===== config.mk =====
export PLATFORM = sky130hd
export DESIGN_NAME = uart_rx
export DESIGN_NICKNAME = d
export VERILOG_FILES = /design/src/rtl/uart_rx.sv
export SDC_FILE = /design/constraint.sdc
export NUM_CORES = 1
export LEC_CHECK = 0
export ABC_AREA = 1
export BUFFER_PORTS_ARGS = -buffer_cell sky130_fd_sc_hd__buf_2
export CELL_PAD_IN_SITES_DETAIL_PLACEMENT = 1
export CELL_PAD_IN_SITES_GLOBAL_PLACEMENT = 2
export CORE_MARGIN = 1.5
export CORE_UTILIZATION = 30
export DETAILED_ROUTE_END_ITERATION = 12
export PLACE_DENSITY = 0.79
export SYNTH_ARGS = -nofsm -noshare
export SYNTH_HDL_FRONTEND = slang
export SYNTH_SLANG_ARGS = --single-unit

===== constraint.sdc =====
create_clock -name clk -period 4.6 [get_ports clk]
set_input_delay 0.23 -clock clk [delete_from_list [all_inputs] [get_ports clk]]
set_output_delay 0.23 -clock clk [all_outputs]
set_load 0.005 [all_outputs]

===== src/rtl/uart_rx.sv =====
`default_nettype none
// ============================================================================
// Module      : uart_rx
// Description : 16x-oversampled UART receiver, 8N1 / 8E1 / 8O1, LSB first,
//               with parity, framing and overrun status for the register side.
// Revision    : 1.0 - initial release
// ============================================================================
module uart_rx #(
    parameter int OVERSAMPLE = 16
) (
    input  logic       clk,
    input  logic       rst_n,
    input  logic       rx_en,
    input  logic       n_parity,
    input  logic       ev_parity,
    input  logic       baud16_tick,
    input  logic       rxd,
    input  logic       rx_ack,
    output logic [7:0] rx_data,
    output logic       rx_valid,
    output logic       parity_err,
    output logic       frame_err,
    output logic       overrun_err,
    output logic       rx_busy
);

    localparam int              C_TW    = (OVERSAMPLE > 1) ? $clog2(OVERSAMPLE) : 1;
    localparam logic [C_TW-1:0] C_SAMP0 = C_TW'(OVERSAMPLE / 2 - 1);
    localparam logic [C_TW-1:0] C_SAMP1 = C_TW'(OVERSAMPLE / 2);
    localparam logic [C_TW-1:0] C_SAMP2 = C_TW'(OVERSAMPLE / 2 + 1);
    localparam logic [C_TW-1:0] C_LAST  = C_TW'(OVERSAMPLE - 1);
    localparam logic [C_TW-1:0] C_ONE   = C_TW'(1);

    typedef enum logic [2:0] {
        S_IDLE   = 3'd0,
        S_START  = 3'd1,
        S_DATA   = 3'd2,
        S_PARITY = 3'd3,
        S_STOP   = 3'd4,
        S_BREAK  = 3'd5
    } state_t;

    state_t          r_state;
    logic            r_rxd_meta;
    logic            r_rxd_s;
    logic [C_TW-1:0] r_tcnt;
    logic [2:0]      r_bcnt;
    logic            r_samp0;
    logic            r_samp1;
    logic [7:0]      r_shift;
    logic            r_perr;
    logic            r_npar;
    logic            r_evpar;
    logic            r_en_q;
    logic [7:0]      r_data;
    logic            r_valid;
    logic            r_parity_err;
    logic            r_frame_err;
    logic            r_overrun;
    logic            r_busy;

    logic [C_TW-1:0] w_tcnt_nxt;
    logic            w_bit;
    logic            w_par_exp;

    always_comb begin
        w_tcnt_nxt = (r_tcnt == C_LAST) ? '0 : r_tcnt + C_ONE;
        // majority vote: two stored samples plus the live one on the decision tick
        w_bit      = (r_samp0 & r_samp1) | (r_samp0 & r_rxd_s) | (r_samp1 & r_rxd_s);
        w_par_exp  = r_evpar ? (^r_shift) : ~(^r_shift);
    end

    always_ff @(posedge clk or negedge rst_n) begin
        if (!rst_n) begin
            r_rxd_meta <= 1'b1;
            r_rxd_s    <= 1'b1;
        end else begin
            r_rxd_meta <= rxd;
            r_rxd_s    <= r_rxd_meta;
        end
    end

    always_ff @(posedge clk or negedge rst_n) begin
        if (!rst_n) begin
            r_state      <= S_IDLE;
            r_tcnt       <= '0;
            r_bcnt       <= '0;
            r_samp0      <= 1'b1;
            r_samp1      <= 1'b1;
            r_shift      <= '0;
            r_perr       <= 1'b0;
            r_npar       <= 1'b1;
            r_evpar      <= 1'b0;
            r_en_q       <= 1'b1;
            r_data       <= '0;
            r_valid      <= 1'b0;
            r_parity_err <= 1'b0;
            r_frame_err  <= 1'b0;
            r_overrun    <= 1'b0;
            r_busy       <= 1'b0;
        end else begin
            r_en_q <= rx_en;
            if (!rx_en) begin
                r_state      <= S_IDLE;
                r_tcnt       <= '0;
                r_bcnt       <= '0;
                r_samp0      <= 1'b1;
                r_samp1      <= 1'b1;
                r_shift      <= '0;
                r_perr       <= 1'b0;
                r_data       <= '0;
                r_valid      <= 1'b0;
                r_parity_err <= 1'b0;
                r_frame_err  <= 1'b0;
                r_overrun    <= 1'b0;
                r_busy       <= 1'b0;
            end else begin
                if (rx_ack) begin
                    r_valid   <= 1'b0;
                    r_overrun <= 1'b0;
                end
                // enabled onto a low line: wait for it to go high before hunting a start
                if (!r_en_q && !r_rxd_s) begin
                    r_state <= S_BREAK;
                    r_busy  <= 1'b1;
                end else if (baud16_tick) begin
                    case (r_state)
                        S_IDLE: begin
                            if (!r_rxd_s) begin
                                r_tcnt  <= '0;
                                r_state <= S_START;
                                r_busy  <= 1'b1;
                            end
                        end
                        S_BREAK: begin
                            if (r_rxd_s) begin
                                r_state <= S_IDLE;
                                r_busy  <= 1'b0;
                            end
                        end
                        default: begin
                            r_tcnt <= w_tcnt_nxt;
                            if (r_tcnt == C_SAMP0) r_samp0 <= r_rxd_s;
                            if (r_tcnt == C_SAMP1) r_samp1 <= r_rxd_s;
                            if (r_tcnt == C_SAMP2) begin
                                case (r_state)
                                    S_START: begin
                                        if (w_bit) begin
                                            r_state <= S_IDLE;
                                            r_busy  <= 1'b0;
                                        end else begin
                                            r_state <= S_DATA;
                                            r_bcnt  <= '0;
                                            r_npar  <= n_parity;
                                            r_evpar <= ev_parity;
                                            r_perr  <= 1'b0;
                                        end
                                    end
                                    S_DATA: begin
                                        r_shift <= {w_bit, r_shift[7:1]};
                                        r_bcnt  <= r_bcnt + 3'd1;
                                        if (r_bcnt == 3'd7)
                                            r_state <= r_npar ? S_STOP : S_PARITY;
                                    end
                                    S_PARITY: begin
                                        r_perr  <= (w_bit != w_par_exp);
                                        r_state <= S_STOP;
                                    end
                                    S_STOP: begin
                                        // commit overrides a same-cycle ack
                                        r_data       <= r_shift;
                                        r_valid      <= 1'b1;
                                        r_parity_err <= r_npar ? 1'b0 : r_perr;
                                        r_frame_err  <= ~w_bit;
                                        if (r_valid && !rx_ack)
                                            r_overrun <= 1'b1;
                                        r_state      <= w_bit ? S_IDLE : S_BREAK;
                                        r_busy       <= ~w_bit;
                                    end
                                    default: begin
                                        r_state <= S_IDLE;
                                        r_busy  <= 1'b0;
                                    end
                                endcase
                            end
                        end
                    endcase
                end
            end
        end
    end

    assign rx_data     = r_data;
    assign rx_valid    = r_valid;
    assign parity_err  = r_parity_err;
    assign frame_err   = r_frame_err;
    assign overrun_err = r_overrun;
    assign rx_busy     = r_busy;

endmodule
`default_nettype wire

==> flow_summary.json, run 1 <==
{
  "h-tree-depth": 2,
  "placed_area_um2": 2330,
  "cts_resized": 0,
  "arrival_ns": 2.02,
  "cp.required_ns": 4.80,
  "synth_top_cell_by_area": "dfrtp_1",
  "period_share": 0.394,
  "final_layout_size_suffix_gt1_frac": 0.125,
  "wl_per_cell_um": 13.5,
  "relSlewSlack": 0.412,
  "finClkSkew_ns": 0.00388,
  "p_leak_nw": 1.25,
  "drt_pass1_iterations": 4,
  "start_util": 0.314,
  "syn_area_um2": 2150,
  "vias_per_cell": 4.69,
  "grt_max_degree": 40,
  "die-area_um2": 7700,
  "drc": 0,
  "synth.top_cell.area_share": 0.383,
  "grt-ovfl-total": 0,
  "rsz0062_at_grt": "no",
  "grt_pass1_vias": 1904,
  "cts_sinks": 39,
  "grt_usage": 0.159,
  "cp-end-kind": "flop",
  "fin_crit_ns": 1.81,
  "numCtsBuffers": 5,
  "synth-warning-count": 0,
  "fmax_ghz": 0.552,
  "place_congestion": 0.798,
  "grt_pass1_wl_um": 9390,
  "outcome": "completed",
  "io_buffers": 20,
  "timing.final.ws_setup_ns": 2.79,
  "cts_tree": "built",
  "syn_avg_cell_area_um2": 7.43,
  "drv_slew": 0,
  "io_pins": 21,
  "fill_cells": 892,
  "dpl.hpwl_um": 4150,
  "p_per_area_nw_per_um2": 391,
  "setup_viol": 0,
  "drtIter0Drc": 147,
  "clkSlewWorstSetupHoldPaths_ns": 0.08,
  "yosysUniqueCellTypes": 20,
  "tns_ns": 0,
  "vias": 1914,
  "cts_buffer_depth": 2,
  "synthToLayoutAreaGrowth_pct": 13.8,
  "insertion_delay_ns": 0.30,
  "worst_setup_path_start_kind": "flop",
  "layout_commonest_cell": "nand2_1",
  "seq_area_frac_synth": 0.456,
  "syn_inst": 290,
  "cp_max_fo": 11,
  "num_rows": 30,
  "ys_seq_elements": 39,
  "nets": 324,
  "regArea_um2": 983,
  "n_antenna_cell": 0,
  "drt_wl_total_um": 5510,
  "die_y_um": 87.7,
  "layout_common_cells": "nand2_1, nand3_1, inv_1",
  "fp.dieW_um": 87.7,
  "hold_viol": 0,
  "pre_cts_ws_ns": 2.59,
  "ant_nets": 0,
  "synth_top_cells_by_area": "dfrtp_1, nand2_1, nand3_1, o21ai_0, dfstp_2",
  "peakVddDrop_mv": 0.0996,
  "multiInputGateArea_um2": 980,
  "cap_viol_max_count": 0,
  "stdcell_area_um2": 2450,
  "core_um2": 6870,
  "hold_path_class": "input pin to asynchronous set/reset pin",
  "syn-num-nets": 303,
  "path_class": "flop to flop",
  "worst_pin_slew_ns": 0.882,
  "cts_root_buf": "clkbuf_8",
  "antenna_found_initial": 0
}
final timing paths:
kind,from,to,slack (ns),cells after the start
hold reg to reg,r_rxd_meta,r_rxd_s,0.36,0
setup / recovery,r_tcnt[1],frame_err,2.79,6
hold / removal,rst_n,r_tcnt[2],0.03,1
max in group asynchronous,rst_n,rx_busy,4.00,1
setup reg to reg,r_tcnt[1],frame_err,2.79,6
min in group clk,n_parity,r_npar,0.15,3
area by class of cell:
type,instances,area share
clock buffer,5,0.0281
timing repair buffer,21,0.0449
tap,96,0.0490
clock inverter,3,0.0179
inverter,39,0.0597
multi-input combinational,205,0.399
sequential,39,0.401
cells by family after synthesis:
kind of cell,share of synthesized area
XOR/XNOR,0.00407
AO/OA/AOI/OAI,0.0929
AND/OR/NAND/NOR,0.329
flip-flops,0.456
buffers and inverters,0.0888
adder cells (fa/ha/maj),0.0290
registers in the layout (all words and copies together), names as in the netlist, 3 cells and up:
signal	cells
r_tcnt	4
r_bcnt	3
rx_data	8
r_shift	8
r_state	3
Yosys cell counts:
cell       n
clkbuf_1   1
xnor2_1    1
nor2_1    20
buf_2      3
a21oi_1    7
or2_2      1
nor2_4     2
nand4_1    4
nand3_1   49
nor3_2     1
buf_6      2
nand2_1   80
buf_1      1
o21ai_0   33
dfstp_2    6
nor3b_4    1
nor3_1     1
inv_1     39
dfrtp_1   33
ha_1       5
metrics by stage:
step           hold slack, ns  total power [mW]  cells   util
6_report               0.0304             0.959    408  0.357
5_1_grt                 0.107              1.03    408  0.357
4_1_cts               0.00790             0.975    407  0.356
3_5_place_dp            0.337             0.674    399  0.339
3_3_place_gp            0.336             0.670    399  0.339
2_1_floorplan         -0.0656             0.605    290      -
repair_timing:
item	CTS	global route
hold buffers	0	1
buffers inserted	0	0
hold endpoints to repair	0	1
where the power goes:
group,internal [mW],total [mW],switching (mW),leakage [nW]
clock network,0.162,0.293,0.132,0.0581
registers,0.380,0.417,0.0369,0.518
logic,0.0781,0.248,0.170,0.679
total,0.620,0.959,0.339,1.25
worst max-delay path, cell delays in order (launching register included):
cell and delay (ns):
dfrtp_1 0.39, inv_1 0.11, ha_1 0.16, nand3_1 0.15
nor3_2 0.28, nand3_1 0.34, o21ai_0 0.30
layer usage:
metal  up-vias  GRT usage  wire length [µm]
li1        971          -                 -
met1       918      0.233              2990
met2        18      0.235              2320
met3         7     0.0254               104
met4         0     0.0563                93
met5         -          0                 0
Power figures use the tool's default switching activity.
==> run 2: changes to the inputs <==
==> constraint.sdc (replaced) <==
create_clock -name clk -period 1.8 [get_ports clk]
set_input_delay 0.09 -clock clk [delete_from_list [all_inputs] [get_ports clk]]
set_output_delay 0.09 -clock clk [all_outputs]
set_load 0.005 [all_outputs]
==> run 2 against run 1 <==
Register-to-register slack lost 2.6 ns. Combinational power grew to 3.0 times the previous value. Power grew to 2.6 times the previous value.
==> flow_summary.json, run 2 (synthesized netlist as in run 1, its figures left out) <==
{
  "outcome": "completed",
  "switching_share": 0.352,
  "timing.final.ws_setup_ns": 0.171,
  "layout_common_cells": "nand2_1, nand3_1, inv_1",
  "fp.dieW_um": 87.7,
  "hold_slack_ns": 0.00855,
  "core_um2": 6870,
  "cts_tree": "built",
  "h-tree-depth": 2,
  "numCtsBuffers": 5,
  "die_y_um": 87.7,
  "final_layout_size_suffix_gt1_frac": 0.165,
  "pre_cts_ws_ns": 0.0143,
  "start_util": 0.314,
  "p_switching_uw": 892,
  "gr-max-usage-layer": "met2",
  "worst_pin_slew_ns": 0.515,
  "hold_start": "rx_en",
  "grt_max_degree": 40,
  "peakVddDrop_mv": 0.323,
  "nets": 334,
  "place_congestion": 0.762,
  "grt_pass1_vias": 2021,
  "drt_pass1_iterations": 4,
  "setup_viol": 0,
  "stdcell_area_um2": 2570,
  "cts_root_buf": "clkbuf_8",
  "finalPower_mw": 2.53,
  "cp-startpoint": "r_tcnt[1]",
  "clkPwrFrac": 0.295,
  "vias_per_cell": 4.70,
  "antenna_found_initial": 0,
  "num_rows": 30,
  "fmax_ghz": 0.614,
  "placed_area_um2": 2400,
  "drtIter0Drc": 40,
  "cts_buffer_depth": 2,
  "grt_use_met1": 0.235,
  "clkSlewWorstSetupHoldPaths_ns": 0.08,
  "utilization": 0.375,
  "cap_viol_max_count": 0,
  "cp_max_fo": 11,
  "insertion_delay_ns": 0.30,
  "layout_commonest_cell": "nand2_1",
  "grt-ovfl-total": 0,
  "p_leak_nw": 1.31,
  "fin_crit_ns": 1.63,
  "die-area_um2": 7700,
  "dp_cells": 407,
  "grt_usage": 0.164,
  "io_buffers": 20,
  "reg2reg_from": "r_tcnt[1]",
  "dpl.hpwl_um": 4220,
  "p_int_mw": 1.64,
  "final_cell_count_no_fill": 418,
  "path_class": "flop to flop",
  "finClkSkew_ns": 0.00936,
  "tns_ns": 0,
  "wl_per_cell_um": 13.7,
  "cts_sinks": 39,
  "synthToLayoutAreaGrowth_pct": 19.5,
  "hold_path_class": "input pin to flop",
  "arrival_ns": 1.84,
  "p_per_area_nw_per_um2": 983,
  "worst_setup_path_start_kind": "flop",
  "relSlewSlack": 0.657,
  "ant_nets": 0,
  "seq_power_share": 0.414,
  "cp-end-kind": "flop",
  "hold_viol": 0,
  "drt_wl_total_um": 5740,
  "drv_slew": 0,
  "fill_cells": 870,
  "p_comb_frac": 0.291,
  "vias": 1964,
  "n_antenna_cell": 0,
  "io_pins": 21,
  "cp.required_ns": 2.01,
  "drc": 0,
  "period_share": 0.905,
  "grt_util_met3": 0.0254,
  "use_met2": 0.256,
  "grt_pass1_wl_um": 9890
}
==> run 2: cell count changes in the layout (fill, tap and decap cells not counted), sizes merged <==
cell,delta
buf,+8
dlygate4sd3,+2
==> run 2: path summary, 6_finish.rpt <==
check / to / cells after the start / slack [ns]
worst max-delay path: rx_data[6] / 6 / 0.17
worst min-delay path: r_en_q / 1 / 0.009
worst max register to register: rx_data[6] / 6 / 0.17
worst min register to register: r_rxd_s / 0 / 0.36
max in group asynchronous: r_samp1 / 3 / 1.05
min in group asynchronous: r_evpar / 3 / 0.39
==> run 2: power by group through the flow <==
stage | logic (mW) | clock network (mW) | registers [mW]
after floorplan | 0.505 | 0 | 1.04
after global placement | 0.704 | 0 | 1.06
after detailed placement | 0.717 | 0 | 1.07
after CTS | 0.727 | 0.776 | 1.05
after global routing | 0.856 | 0.807 | 1.06
final | 0.736 | 0.747 | 1.05
==> run 2: per-layer routing <==
metal	part of all wire	wire length, µm
met5	0	0
met4	0.011	61
met3	0.021	122
met2	0.45	2580
met1	0.52	2970
==> run 2: timing repair <==
item / in CTS / in global routing
endpoints found under the hold margin: 35 / 0
endpoints found under the setup margin: 0 / 28
gates resized for setup: 0 / 9
hold buffers: 3 / 0
setup buffers: 0 / 0
==> run 2: critical path: stages, from the launching register on <==
cell	delay [ns]
dfrtp_1	0.38
inv_1	0.11
ha_1	0.21
nand3_4	0.11
nor3_2	0.26
nand3_2	0.24
o21ai_0	0.22
==> run 2: layout make-up <==
class                      count  area (µm²)  area share
multi-input combinational    205        1010       0.392
sequential                    39         983       0.382
timing repair buffer          31         203      0.0787
inverter                      39         146      0.0569
tap                           96         120      0.0466
clock buffer                   5        68.8      0.0267
clock inverter                 3        43.8      0.0170
==> run 3: changes to the inputs <==
--- a/config.mk
+++ b/config.mk
@@ -12,7 +12,9 @@
 export CORE_MARGIN = 1.5
 export CORE_UTILIZATION = 30
 export DETAILED_ROUTE_END_ITERATION = 12
+export GPL_ROUTABILITY_DRIVEN = 1
 export PLACE_DENSITY = 0.79
+export SKIP_LAST_GASP = 1
 export SYNTH_ARGS = -nofsm -noshare
 export SYNTH_HDL_FRONTEND = slang
 export SYNTH_SLANG_ARGS = --single-unit
==> constraint.sdc (replaced) <==
create_clock -name clk -period 2 [get_ports clk]
set_input_delay 0.1 -clock clk [delete_from_list [all_inputs] [get_ports clk]]
set_output_delay 0.1 -clock clk [all_outputs]
set_load 0.005 [all_outputs]
==> run 3 against run 2 <==
Combinational power fell by 21%. Utilization fell by 1.1 points. Count of clock-buffer cells in the layout did not move. Die area did not move. Fmax fell by 8.7%. Sequential share of layout area rose by 1.1 points. Critical endpoint is now parity_err. Setup slack improved by 0.045 ns. Hold slack barely moved. Routed wire length fell by 6.7%. Power fell by 13%. Non-clock buffer count fell by 6. Largest power group unchanged.
==> flow_summary.json, run 3 (synthesized netlist as in run 1, its figures left out) <==
{
  "path_class": "flop to flop",
  "antenna_found_initial": 0,
  "numCtsBuffers": 5,
  "hold_path_class": "input pin to flop",
  "finalPower_mw": 2.20,
  "start_util": 0.314,
  "worst_pin_slew_ns": 0.853,
  "drv_slew": 0,
  "p_leak_nw": 1.28,
  "slowest_stage": "dfrtp_1",
  "rsz0062_at_grt": "no",
  "cp_cell_sequence": "inv_1 -> ha_1 -> nand3_1 -> nor3_2 -> nand3_1 -> o21ai_0",
  "n_antenna_cell": 0,
  "io_buffers": 20,
  "synthToLayoutAreaGrowth_pct": 16.0,
  "switching_share": 0.349,
  "die_y_um": 87.7,
  "vias_per_cell": 4.65,
  "drt_wl_total_um": 5350,
  "cp-end-kind": "flop",
  "place_congestion": 0.778,
  "wl_per_cell_um": 13.0,
  "outcome": "completed",
  "ant_nets": 0,
  "pre_cts_ws_ns": 0.113,
  "arrival_ns": 1.99,
  "cp.required_ns": 2.21,
  "p_switching_uw": 769,
  "setup_viol": 0,
  "cts_buffer_depth": 2,
  "cts_root_buf": "clkbuf_8",
  "drt_pass1_iterations": 4,
  "utilization": 0.364,
  "drc": 0,
  "vias": 1916,
  "p_comb_frac": 0.262,
  "final_layout_size_suffix_gt1_frac": 0.136,
  "p_int_mw": 1.43,
  "clkPwrFrac": 0.305,
  "io_pins": 21,
  "tns_ns": 0,
  "drtIter0Drc": 99,
  "dpl.hpwl_um": 4030,
  "timing.final.ws_setup_ns": 0.216,
  "peakVddDrop_mv": 0.275,
  "nets": 328,
  "fin_crit_ns": 1.78,
  "fp.dieW_um": 87.7,
  "grt_pass1_wl_um": 9600,
  "grt_usage": 0.161,
  "worst_setup_path_start_kind": "flop",
  "p_per_area_nw_per_um2": 881,
  "fill_cells": 877,
  "num_rows": 30,
  "critPathTopFamily": "simple AND/OR/NAND/NOR gates",
  "finClkSkew_ns": 0.00353,
  "path_buf_inv": 1,
  "fmax_ghz": 0.561,
  "cp_max_fo": 11,
  "hold_viol": 0,
  "cts_tree": "built",
  "die-area_um2": 7700,
  "cap_viol_max_count": 0,
  "layout_commonest_cell": "nand2_1",
  "cts_sinks": 39,
  "insertion_delay_ns": 0.30,
  "path_common_cell": "nand3_1",
  "period_share": 0.892,
  "hold_slack_ns": 0.00882,
  "grt-ovfl-total": 0,
  "grt_pass1_vias": 1997,
  "slowest_delay_ns": 0.39,
  "relSlewSlack": 0.431,
  "h-tree-depth": 2,
  "grt_max_degree": 38,
  "clkSlewWorstSetupHoldPaths_ns": 0.08,
  "seq_power_share": 0.433,
  "layout_common_cells": "nand2_1, nand3_1, inv_1",
  "core_um2": 6870
}
-- run 3: cell types whose count changed in the layout (fill, tap and decap cells not counted), sizes merged --
cell | before | now
buf | 28 | 23
dlygate4sd3 | 3 | 2
-- run 3: layer usage --
| metal | part of all wire | wire (µm) | GRT usage |
|---|---|---|---|
| met5 | 0 | 0 | 0 |
| met1 | 0.54 | 2870 | 0.239 |
| met4 | 0.016 | 83 | 0.0519 |
| met3 | 0.023 | 125 | 0.0292 |
| met2 | 0.42 | 2270 | 0.235 |
-- run 3: tightest hold or removal path, stage by stage --
cell	delay [ns]
buf_2	0.09
inv_1	0.03
o21ai_0	0.07
-- run 3: final cells by class --
cell class / count / area [µm²] / share of cell area
inverters: 39 / 146 / 0.0586
clock buffers: 5 / 68.8 / 0.0275
repair buffers: 25 / 155 / 0.0621
flip-flops and latches: 39 / 983 / 0.393
well taps: 96 / 120 / 0.0480
clock inverters: 3 / 43.8 / 0.0175
multi-input cells: 205 / 982 / 0.393
-- run 3: what timing repair did --
action | in CTS | in global routing
gates resized for setup | 0 | 1
endpoints found under the setup margin | 0 | 10
endpoints found under the hold margin | 34 | 0
setup buffers | 0 | 1
hold buffers | 2 | 0
-- run 3: worst paths after layout --
path                       startpoint  slack (ns)  cells after the start          to
hold reg to reg            r_rxd_meta        0.36                      0     r_rxd_s
hold / removal               n_parity       0.009                      3      r_npar
min in group asynchronous       rst_n        0.44                      2   r_tcnt[1]
max in group asynchronous       rst_n        0.90                      3     r_samp1
setup reg to reg            r_tcnt[1]        0.22                      6  parity_err
setup / recovery            r_tcnt[1]        0.22                      6  parity_err
-- run 3: stage by stage --
stage	cells	area (µm²)
finish	412	2500
global route	412	2500
CTS	411	2480
detailed placement	401	2340
global placement	401	2340
floorplan	290	2150
-- run 3: power by group through the flow --
stage	Sequential, mW	Combinational [mW]	Clock [mW]
after floorplan	0.938	0.454	0
after global placement	0.967	0.570	0
after detailed placement	0.971	0.575	0
after CTS	0.956	0.583	0.698
after global routing	0.971	0.681	0.727
final	0.955	0.578	0.671
